--- src/rtl/output_port_arbiter_pkg.sv ---
// Shared types and constants for the mesh-router output port.
// Holds port indices, DIRECTION one-hot codes, flit field positions, the flit
// payload struct, the buffer state enum and the round-robin pointer helper.
package output_port_arbiter_pkg;

  localparam int unsigned DATA_WIDTH = 64;
  localparam int unsigned NUM_IN     = 5;
  localparam int unsigned PTR_W      = 3;

  // Input port indices; bit position matches the DIRECTION one-hot code.
  localparam int unsigned PORT_L  = 0;
  localparam int unsigned PORT_R  = 1;
  localparam int unsigned PORT_U  = 2;
  localparam int unsigned PORT_D  = 3;
  localparam int unsigned PORT_PE = 4;

  localparam logic [NUM_IN-1:0] DIR_L  = 5'b00001;
  localparam logic [NUM_IN-1:0] DIR_R  = 5'b00010;
  localparam logic [NUM_IN-1:0] DIR_U  = 5'b00100;
  localparam logic [NUM_IN-1:0] DIR_D  = 5'b01000;
  localparam logic [NUM_IN-1:0] DIR_PE = 5'b10000;

  // Flit field positions.
  localparam int unsigned DIR_X_BIT    = 62;
  localparam int unsigned DIR_Y_BIT    = 61;
  localparam int unsigned HOP_X_MSB    = 55;
  localparam int unsigned HOP_X_LSB    = 52;
  localparam int unsigned HOP_Y_MSB    = 51;
  localparam int unsigned HOP_Y_LSB    = 48;
  localparam int unsigned SOURCE_X_MSB = 47;
  localparam int unsigned SOURCE_X_LSB = 40;
  localparam int unsigned SOURCE_Y_MSB = 39;
  localparam int unsigned SOURCE_Y_LSB = 32;

  typedef struct packed {
    logic        spare;
    logic        dir_x;
    logic        dir_y;
    logic [4:0]  rsvd;
    logic [3:0]  hop_x;
    logic [3:0]  hop_y;
    logic [7:0]  source_x;
    logic [7:0]  source_y;
    logic [31:0] payload;
  } flit_t;

  typedef logic [PTR_W-1:0] ptr_t;

  typedef enum logic {
    ST_EMPTY = 1'b0,
    ST_FULL  = 1'b1
  } buf_state_t;

  // Round-robin pointer successor with wrap at NUM_IN.
  function automatic ptr_t ptr_inc(input ptr_t idx);
    return (idx == ptr_t'(NUM_IN - 1)) ? '0 : idx + ptr_t'(1);
  endfunction

endpackage

--- src/rtl/output_port_arbiter_if.sv ---
// Link-side bundle of the output port arbiter.
//   reqIn    : per-input request toward this output
//   dataIn   : flat per-input flits, slice i = [i*DATA_WIDTH +: DATA_WIDTH]
//   gntOut   : one-hot combinational grant back to the winning input
//   dataOut  : registered flit toward the link
//   validOut : dataOut holds a valid flit
//   readyIn  : link accepts the flit this cycle
// slave = arbiter side, master = routing units + link side.
interface output_port_arbiter_if;
  import output_port_arbiter_pkg::*;

  logic [NUM_IN-1:0]            reqIn;
  logic [NUM_IN*DATA_WIDTH-1:0] dataIn;
  logic [NUM_IN-1:0]            gntOut;
  flit_t                        dataOut;
  logic                         validOut;
  logic                         readyIn;

  modport master (
    output reqIn, dataIn, readyIn,
    input  gntOut, dataOut, validOut
  );

  modport slave (
    input  reqIn, dataIn, readyIn,
    output gntOut, dataOut, validOut
  );

endinterface

--- src/rtl/output_port_arbiter_rr.sv ---
// Five-way round-robin arbiter (rr_arbiter5), purely combinational.
//   req    : request vector
//   enable : grant permitted this cycle
//   ptr    : highest-priority index for this cycle
//   gnt    : one-hot grant (zero when disabled or no request)
//   winner : encoded index of the first requester at or after ptr
//   hit    : a grant is issued
module output_port_arbiter_rr
  import output_port_arbiter_pkg::*;
(
  input  logic [NUM_IN-1:0] req,
  input  logic              enable,
  input  ptr_t              ptr,
  output logic [NUM_IN-1:0] gnt,
  output ptr_t              winner,
  output logic              hit
);

  ptr_t idx;
  logic found;

  // Scan ptr, ptr+1, ... modulo NUM_IN; first set request wins.
  always_comb begin
    idx    = '0;
    found  = 1'b0;
    winner = '0;
    gnt    = '0;
    for (int unsigned k = 0; k < NUM_IN; k++) begin
      idx = ptr_t'((32'(ptr) + k) % NUM_IN);
      if (!found && req[idx]) begin
        found  = 1'b1;
        winner = idx;
      end
    end
    hit = found & enable;
    if (hit) begin
      gnt[winner] = 1'b1;
    end
  end

endmodule

--- src/rtl/output_port_arbiter.sv ---
// Output stage of one mesh-router port: round-robin selection among five
// routing units, single-entry output buffer, valid/ready link handshake.
//   clk   : rising-edge clock
//   reset : asynchronous, active-high
//   bus   : link bundle (slave side), see output_port_arbiter_if
module output_port_arbiter
  import output_port_arbiter_pkg::*;
(
  input logic                  clk,
  input logic                  reset,
  output_port_arbiter_if.slave bus
);

  buf_state_t        state, state_next;
  flit_t             data_q, data_next;
  ptr_t              ptr_q, ptr_next;
  logic              can_accept;
  logic              grant_hit;
  logic [NUM_IN-1:0] gnt;
  ptr_t              winner;
  flit_t             sel_flit;

  // Buffer can take a flit when empty or when it drains on this same edge.
  assign can_accept = (state == ST_EMPTY) || ((state == ST_FULL) && bus.readyIn);

  output_port_arbiter_rr u_rr (
    .req    (bus.reqIn),
    .enable (can_accept && !reset),
    .ptr    (ptr_q),
    .gnt    (gnt),
    .winner (winner),
    .hit    (grant_hit)
  );

  // Select the winning input's flit slice.
  always_comb begin
    sel_flit = '0;
    for (int unsigned i = 0; i < NUM_IN; i++) begin
      if (winner == ptr_t'(i)) begin
        sel_flit = bus.dataIn[i*DATA_WIDTH +: DATA_WIDTH];
      end
    end
  end

  // State, buffer and pointer registers.
  always_ff @(posedge clk or posedge reset) begin
    if (reset) begin
      state  <= ST_EMPTY;
      data_q <= '0;
      ptr_q  <= '0;
    end else begin
      state  <= state_next;
      data_q <= data_next;
      ptr_q  <= ptr_next;
    end
  end

  // Next buffer state: refill wins over drain, so drain+refill stays FULL.
  always_comb begin
    state_next = state;
    if (grant_hit) begin
      state_next = ST_FULL;
    end else if ((state == ST_FULL) && bus.readyIn) begin
      state_next = ST_EMPTY;
    end
  end

  // Buffer contents and pointer update; both hold unless a grant is issued.
  always_comb begin
    data_next = data_q;
    ptr_next  = ptr_q;
    if (grant_hit) begin
      data_next = sel_flit;
      ptr_next  = ptr_inc(winner);
    end
  end

  assign bus.gntOut   = gnt;
  assign bus.validOut = (state == ST_FULL);
  assign bus.dataOut  = data_q;

endmodule

--- src/flat_wrapper.sv ---
// flat-port wrapper written by rule: the top's interface ports become plain ports
module output_port_arbiter_flat import output_port_arbiter_pkg::*;
  (clk, reset, bus_reqIn, bus_dataIn, bus_readyIn, bus_gntOut, bus_dataOut, bus_validOut);
  output_port_arbiter_if bus_i ();
  input logic clk;
  input logic reset;
  input wire logic [$bits(bus_i.reqIn)-1:0] bus_reqIn;
  input wire logic [$bits(bus_i.dataIn)-1:0] bus_dataIn;
  input wire logic [$bits(bus_i.readyIn)-1:0] bus_readyIn;
  output wire logic [$bits(bus_i.gntOut)-1:0] bus_gntOut;
  output wire logic [$bits(bus_i.dataOut)-1:0] bus_dataOut;
  output wire logic [$bits(bus_i.validOut)-1:0] bus_validOut;
  assign bus_i.reqIn = bus_reqIn;
  assign bus_i.dataIn = bus_dataIn;
  assign bus_i.readyIn = bus_readyIn;
  assign bus_gntOut = bus_i.gntOut;
  assign bus_dataOut = bus_i.dataOut;
  assign bus_validOut = bus_i.validOut;
  output_port_arbiter u_core (.clk(clk), .reset(reset), .bus(bus_i));
endmodule
--- config.mk ---
export PLATFORM = sky130hd
export DESIGN_NAME = output_port_arbiter_flat
export DESIGN_NICKNAME = d
export VERILOG_FILES = /design/src/rtl/output_port_arbiter_pkg.sv /design/src/rtl/output_port_arbiter_if.sv /design/src/rtl/output_port_arbiter_rr.sv /design/src/rtl/output_port_arbiter.sv /design/src/flat_wrapper.sv
export SDC_FILE = /design/constraint.sdc
export NUM_CORES = 1
export LEC_CHECK = 0
export BUFFER_PORTS_ARGS = -buffer_cell sky130_fd_sc_hd__buf_2
export CAP_MARGIN = 20
export CORE_AREA = 2 2 155 157
export CTS_BUF_LIST = sky130_fd_sc_hd__clkbuf_4 sky130_fd_sc_hd__clkbuf_8
export CTS_CLUSTER_SIZE = 40
export DETAILED_ROUTE_END_ITERATION = 10
export DIE_AREA = 0 0 157 159
export PLACE_DENSITY_LB_ADDON = 0.1
export SETUP_SLACK_MARGIN = 0.4
export SLEW_MARGIN = 10
export SYNTH_ARGS = -nofsm -noshare
export SYNTH_HDL_FRONTEND = slang
export SYNTH_SLANG_ARGS = --single-unit
--- constraint.sdc ---
create_clock -name clk -period 7.4 [get_ports clk]
set_clock_uncertainty 0.15 [all_clocks]
set_input_delay 0.37 -clock clk [delete_from_list [all_inputs] [get_ports clk]]
set_output_delay 0.37 -clock clk [all_outputs]
set_load 0.02 [all_outputs]
==> impl_results.md, run 1 <==
- Fillers: ~2500
- Reg2Reg Depth: 24
- Top Layer Used: met5
- Total Routing Usage GR: 23.54%
- Kind of start point of the critical path: flop
- Routed len/inst: ~20 um
- Worst hold path class: in2reg
- Die X-Extent: 157 um
- Drt total wl: just over 30000 um
- Slowest stage delay, CP: about 580 ps
- Fin crit period: between 6000 and 7000 ps
- Synth async-reset ratio: 100.0%
- Minimum hold slack: about 80 ps
- Status: finished, final reports clean
- Global placement routability congestion: 0.8978
- Synth Cell Area: between 7000 and 8000 sq um
- Tightest Pin Transition: ~1000 ps
- Commonest cells in the synthesized netlist: 207 x nor2_1, 131 x a22oi_1, 79 x a21oi_1
- Global route overflow: 0
- FF-to-FF Start: u_core.ptr_q[1]
- Worst r2r dst: u_core.bus.dataOut[31]
- Setup-failing EPs final: 0
- Row cnt: 56
- Slew Limit Headroom: about a third
- Fin. max-slew vios: 0
- Cell with the most instances after synthesis: nor2_1
- Via Count: 8247
- RSZ-0062 raised after global routing: no
- Crit-path cells: clkinvlp_4 > ha_1 > inv_1 > ha_1 > inv_1 > ha_1 > o31ai_1 > xnor2_2 > ha_1 > nand2b_1 > a22oi_1 > nand3_1 > a21oi_1 > or2_2 > a21oi_1 > a221oi_1 > a221oi_4 > inv_1 > ha_1 > ha_4 > buf_4 > nor2_1 > a22oi_1 > a211oi_2
- Reg-to-reg setup timing slack: a little over 1000 ps
- Clock Latency Late Sink: 360 ps
- Hold path startpoint: reset
- CTS buffer count: 9
- Largest net degree at the start of global routing: 86
- Register area share after synthesis: 24.29%
- Hold Buf Count CTS: 0
- CP arrival: approximately 6500 ps
- DRC: 0
- Die Area: 24960 sq um
- Synth unique cells: 76
- Final hold vios: 0
- Initial antenna violation count: 10
- Core ar.: between 20000 and 25000 sq um
- Critical path type: reg2reg
- Post-synth top area cell: dfrtp_1
- Clk slew on worst S/H paths: 80 ps
- Metal1 wirelength: approximately 12000 um
- CP required: 7470 ps
- Initial cell density of the core: 30.21%
- Max-cap violations: 0
- Final Cycle Share: 86.34%
- Final ANT Viol Nets: 0
- Hold endpoint: u_core.bus.validOut
- CTS tree: done
- Top cell type's share of synthesized area: 24.29%
- Metal3 WL: 2030 um
- # port buffers: 397
- Largest cells by area after synthesis: dfrtp_1 24%, a22oi_1 14%, nor2_1 11%
- Main synth FF type: dfrtp_1
- Fmax: 156.5 MHz
- Post-detail-place hpwl: 22450 um
- H-tree level count: 3
- Setup total negative slack: 0 ps
- Syn_nets: between 1000 and 1500
- First-pass detailed-route iteration total: 5
- Worst hold stages: 2
- #FFs+latches synth: around 70
- Most frequent CP cell: ha_1
- Clk sinks: 68
- First DRT Iteration DRCs: 534
- I/O pin count: about 400
- Avg Vias per Cell: 5.276
- Number of synthesized flops with an enable pin: 0
- First-pass GRT wire length: 45680 um
- Worst-path fanout max: 39
- Die span in y: between 150 and 200 um
- Cells after Synth: ~900
- Vias in the first global route: about 7900
- Area Overhead vs Synth: 35.00%
- Maximum root-to-sink buffer count: 2
- Syn Area/Cell: 7.829 sq um
- Fraction of final layout cells sized beyond drive strength 1: 42.57%
- CP endpoint kind: flop
- Total of warnings raised by yosys: 0
- Worst path slowest cell: dfrtp_1
- WL met2: 15560 um
- Root buf cell: clkbuf_8
- NumNets Final: 1585
## cell type report
| class | instances | area [sq um] | area share (%) |
|---|---|---|---|
| timing repair buffer | 416 | 2183 | 23.08 |
| antenna | 6 | 15.01 | 0.1587 |
| clock buffer | 9 | 123.9 | 1.310 |
| multi-input combinational | 726 | 4893 | 51.73 |
| clock inverter | 6 | 88.84 | 0.9392 |
| inverter | 13 | 53.80 | 0.5688 |
| sequential | 68 | 1702 | 17.99 |
| tap | 319 | 399.1 | 4.220 |
## registers in the layout, indices dropped and copies added, names as in the netlist
signal and cells:
u_core.ptr_q 3, u_core.bus.dataOut 64, u_core.bus.validOut 1
## through the flow
stage | util (%) | setup slack (ps) | area (sq um) | std cells
after floorplan | - | 1586 | 7007 | 895
after global placement | 39.54 | 490.9 | 9170 | 1540
after detailed placement | 39.54 | 543.8 | 9170 | 1540
after CTS | 40.46 | 515.2 | 9383 | 1555
after global routing | 40.77 | 402.6 | 9457 | 1562
final | 40.79 | 1011 | 9459 | 1563
## cell usage in the layout, fill, tap and decap left out, types with 14 or more instances in the layout
cell type and n:
nor2_1 206, nand2_1 18, buf_2 397, buf_4 14, a21oi_1 79, a22oi_1 131
ha_1 20, nor3_1 69, dfrtp_1 68, a211oi_2 61
## critical path, delay by kind of cell, from the launching register on
family,cells,cell delay (ps)
xor gates and xnor gates,1,210
DFF,1,580
AOI/OAI and AO/OA,8,2060
adders and majority gates,6,1740
buffers and inverters,5,1000
and+or+nand+nor,4,500
## worst max-delay path by stage
stage | start | end | slack, ps | cells past startpoint
after floorplan | u_core.ptr_q[0] | u_core.bus.dataOut[0] | 1590 | 26
after global placement | u_core.ptr_q[1] | u_core.bus.dataOut[56] | 490 | 22
after detailed placement | u_core.ptr_q[1] | u_core.bus.dataOut[56] | 540 | 26
after CTS | u_core.ptr_q[1] | u_core.bus.dataOut[56] | 520 | 26
after global routing | u_core.ptr_q[1] | u_core.bus.dataOut[31] | 400 | 24
final | u_core.ptr_q[1] | u_core.bus.dataOut[31] | 1010 | 24
## kinds of logic (layout without fill, tap and decap cells)
family | Yosys count | count (layout) | synth area share (%)
AOI/OAI and AO/OA | 330 | 330 | 37.50
xor gates and xnor gates | 7 | 7 | 0.9822
adders and majority gates | 23 | 23 | 4.107
buffers and inverters | 101 | 444 | 7.054
DFF | 68 | 68 | 24.29
muxes | 20 | 20 | 3.893
other | 0 | 6 | 0
and+or+nand+nor | 346 | 346 | 22.18
## layer usage
metal	track usage [%]	vias to the layer above
met3	5.389	46
li1	-	4020
met5	0	-
met2	41.11	278
met4	7.465	10
met1	28.43	3893
## repair_timing
item	in CTS	in global routing
resized for setup	0	5
endpoints found under the setup margin	0	64
buffers inserted	0	2
Power of run 1 is not shown: default switching activity piles up to over one toggle a cycle in this logic, so the estimate is an artifact.
==> run 2, diff against run 1 <==
Settings changed: ABC_AREA from default to 0, CORE_AREA 2 2 155 157 to 5 5 150 152, DIE_AREA 0 0 157 159 to 0 0 155 157, REMOVE_ABC_BUFFERS from default to 1.
==> run 2 against run 1 <==
  * Sequential share of layout area up 0.13 points
  * Non-clock buffer count up 9
  * Maximum frequency down 1.4%
  * Count of clock-buffer cells in the layout up 1
  * Global-route usage up 1.1 points
  * Setup slack worse by 91 ps
  * Critical path depth down 2
  * Largest cell class unchanged
==> impl_results.md, run 2 (synthesized netlist as in run 1, its figures left out) <==
- Status: finished, final reports clean
- Fin. max-slew vios: 0
- Root buf cell: clkbuf_8
- I/O pin count: 398
- # port buffers: around 400
- DRC: 0
- Reg-to-reg setup timing slack: 920 ps
- CTS tree: done
- Final ANT Viol Nets: 0
- Worst r2r dst: u_core.bus.dataOut[57]
- Met1 GRT Util: approximately 31%
- First-pass GRT wire length: roughly 47000 um
- Drt total wl: approximately 32000 um
- Area Overhead vs Synth: 34.02%
- Max-cap violations: 0
- Core ar.: roughly 21000 sq um
- Critical path type: reg2reg
- CP required: 7490 ps
- Via Count: 8316
- Reg2Reg Depth: 22
- Routing usage on met2: 42.08%
- Routed len/inst: 21.18 um
- Commonest non-fill, non-tap cell in the layout: buf_2
- NumNets Final: between 1500 and 2000
- Fraction of final layout cells sized beyond drive strength 1: 42.75%
- CTS buffer count: 9
- Clock Latency Late Sink: 370 ps
- Clk slew on worst S/H paths: 90 ps
- Global route overflow: 0
- Largest net degree at the start of global routing: between 80 and 90
- Post-detail-place hpwl: 24270 um
- Worst-path fanout max: 52
- Initial cell density of the core: 33.54%
- Row cnt: between 50 and 60
- H-tree level count: 3
- Post-layout util: 44.95%
- Launch point of the critical path: u_core.ptr_q[1]
- RSZ-0062 raised after global routing: no
- Setup-failing EPs final: 0
- Total Routing Usage GR: between 20% and 30%
- Most frequent cells in the layout: 397 x buf_2, 206 x nor2_1, 131 x a22oi_1, 79 x a21oi_1, 69 x nor3_1
- Initial antenna violation count: 4
- Clk sinks: 68
- Final Cycle Share: 87.57%
- Die Area: 24340 sq um
- Fmax: approximately 150 MHz
- Vias in the first global route: roughly 8000
- First DRT Iteration DRCs: 448
- CP Capture Point: u_core.bus.dataOut[57]
- Final hold vios: 0
- Die X-Extent: 155 um
- GR Util met3: 5.692%
- Kind of start point of the critical path: flop
- GR peak layer: met2
- Maximum root-to-sink buffer count: 2
- Design area: 9390 sq um
- CP endpoint kind: flop
- Worst hold path class: in2reg
- Max reg flops: 64
- Minimum hold slack: 168.2 ps
- Placed instance area: 9134 sq um
- Slew Limit Headroom: 35.79%
- CP arrival: 6570 ps
- Global placement routability congestion: 0.8694
- FF-to-FF Start: u_core.ptr_q[1]
- Tightest Pin Transition: 963.2 ps
- Fin crit period: 6480 ps
- Avg Vias per Cell: 5.453
- Die span in y: 157 um
- First-pass detailed-route iteration total: 5
run 2: changes by cell type in the layout (fill, tap and decap cells not counted), moves of 2 or more:
cell / delta
clkinv_4: +2
diode_2: -5
clkinvlp_4: -2
buf_12: -3
buf_4: +10
run 2: through the flow:
step	instances	setup TNS (ps)	worst slack, ps
floorplan	807	-149720	-2324
detailed placement	1502	0	329.6
CTS	1520	0	509.4
finish	1525	0	919.9
global route	1525	0	439.7
global placement	1502	0	587.7
run 2: how the worst min path moves through the flow:
| stage | from | end | slack, ps | cells past startpoint |
|---|---|---|---|---|
| after CTS | bus_readyIn | u_core.bus.validOut | 130 | 3 |
| after global placement | reset | u_core.ptr_q[2] | 390 | 2 |
| final | bus_readyIn | u_core.bus.validOut | 170 | 3 |
| after detailed placement | reset | u_core.ptr_q[0] | 390 | 2 |
| after global routing | bus_readyIn | u_core.bus.validOut | 170 | 3 |
| after floorplan | reset | u_core.bus.validOut | 320 | 1 |
run 2: timing repair:
item	in CTS	in global routing
setup endpoints to repair	5	29
cloned	1	0
resized for setup	0	1
hold buffers	1	0
endpoints found under the hold margin	27	0
pin swaps	1	1
buffers inserted	0	3
run 2: critical path, cell delays in order, from the launching register on:
cell and delay [ps]:
dfrtp_1 550, clkinv_1 380, ha_1 520, o21ai_0 450
o21ai_0 210, xnor2_1 240, ha_1 300, mux4_2 310
a31oi_1 210, mux2i_1 160, a31oi_1 240, mux2_2 360
a22oi_1 130, o32ai_1 90, buf_4 170, inv_1 140
ha_4 520, buf_4 540, nor2_1 120, a21oi_1 180
nor2_1 60, a22oi_1 190, a211oi_2 100
run 2: layout make-up:
type                       count  area, sq um
tap                          275        344.1
inverter                      13        48.80
clock buffer                  10        131.4
antenna                        1        2.502
sequential                    68         1702
clock inverter                 6        65.06
multi-input combinational    727         4873
timing repair buffer         425         2223
fill                        2226        11500
run 2: layer usage:
metal  vias to the layer above  routed length, um
met5                         -                 33
met4                         6                897
met3                        51               2211
met2                       321              15730
met1                      3902              13430
li1                       4036                  -
Power of run 2 is left out for the same reason.
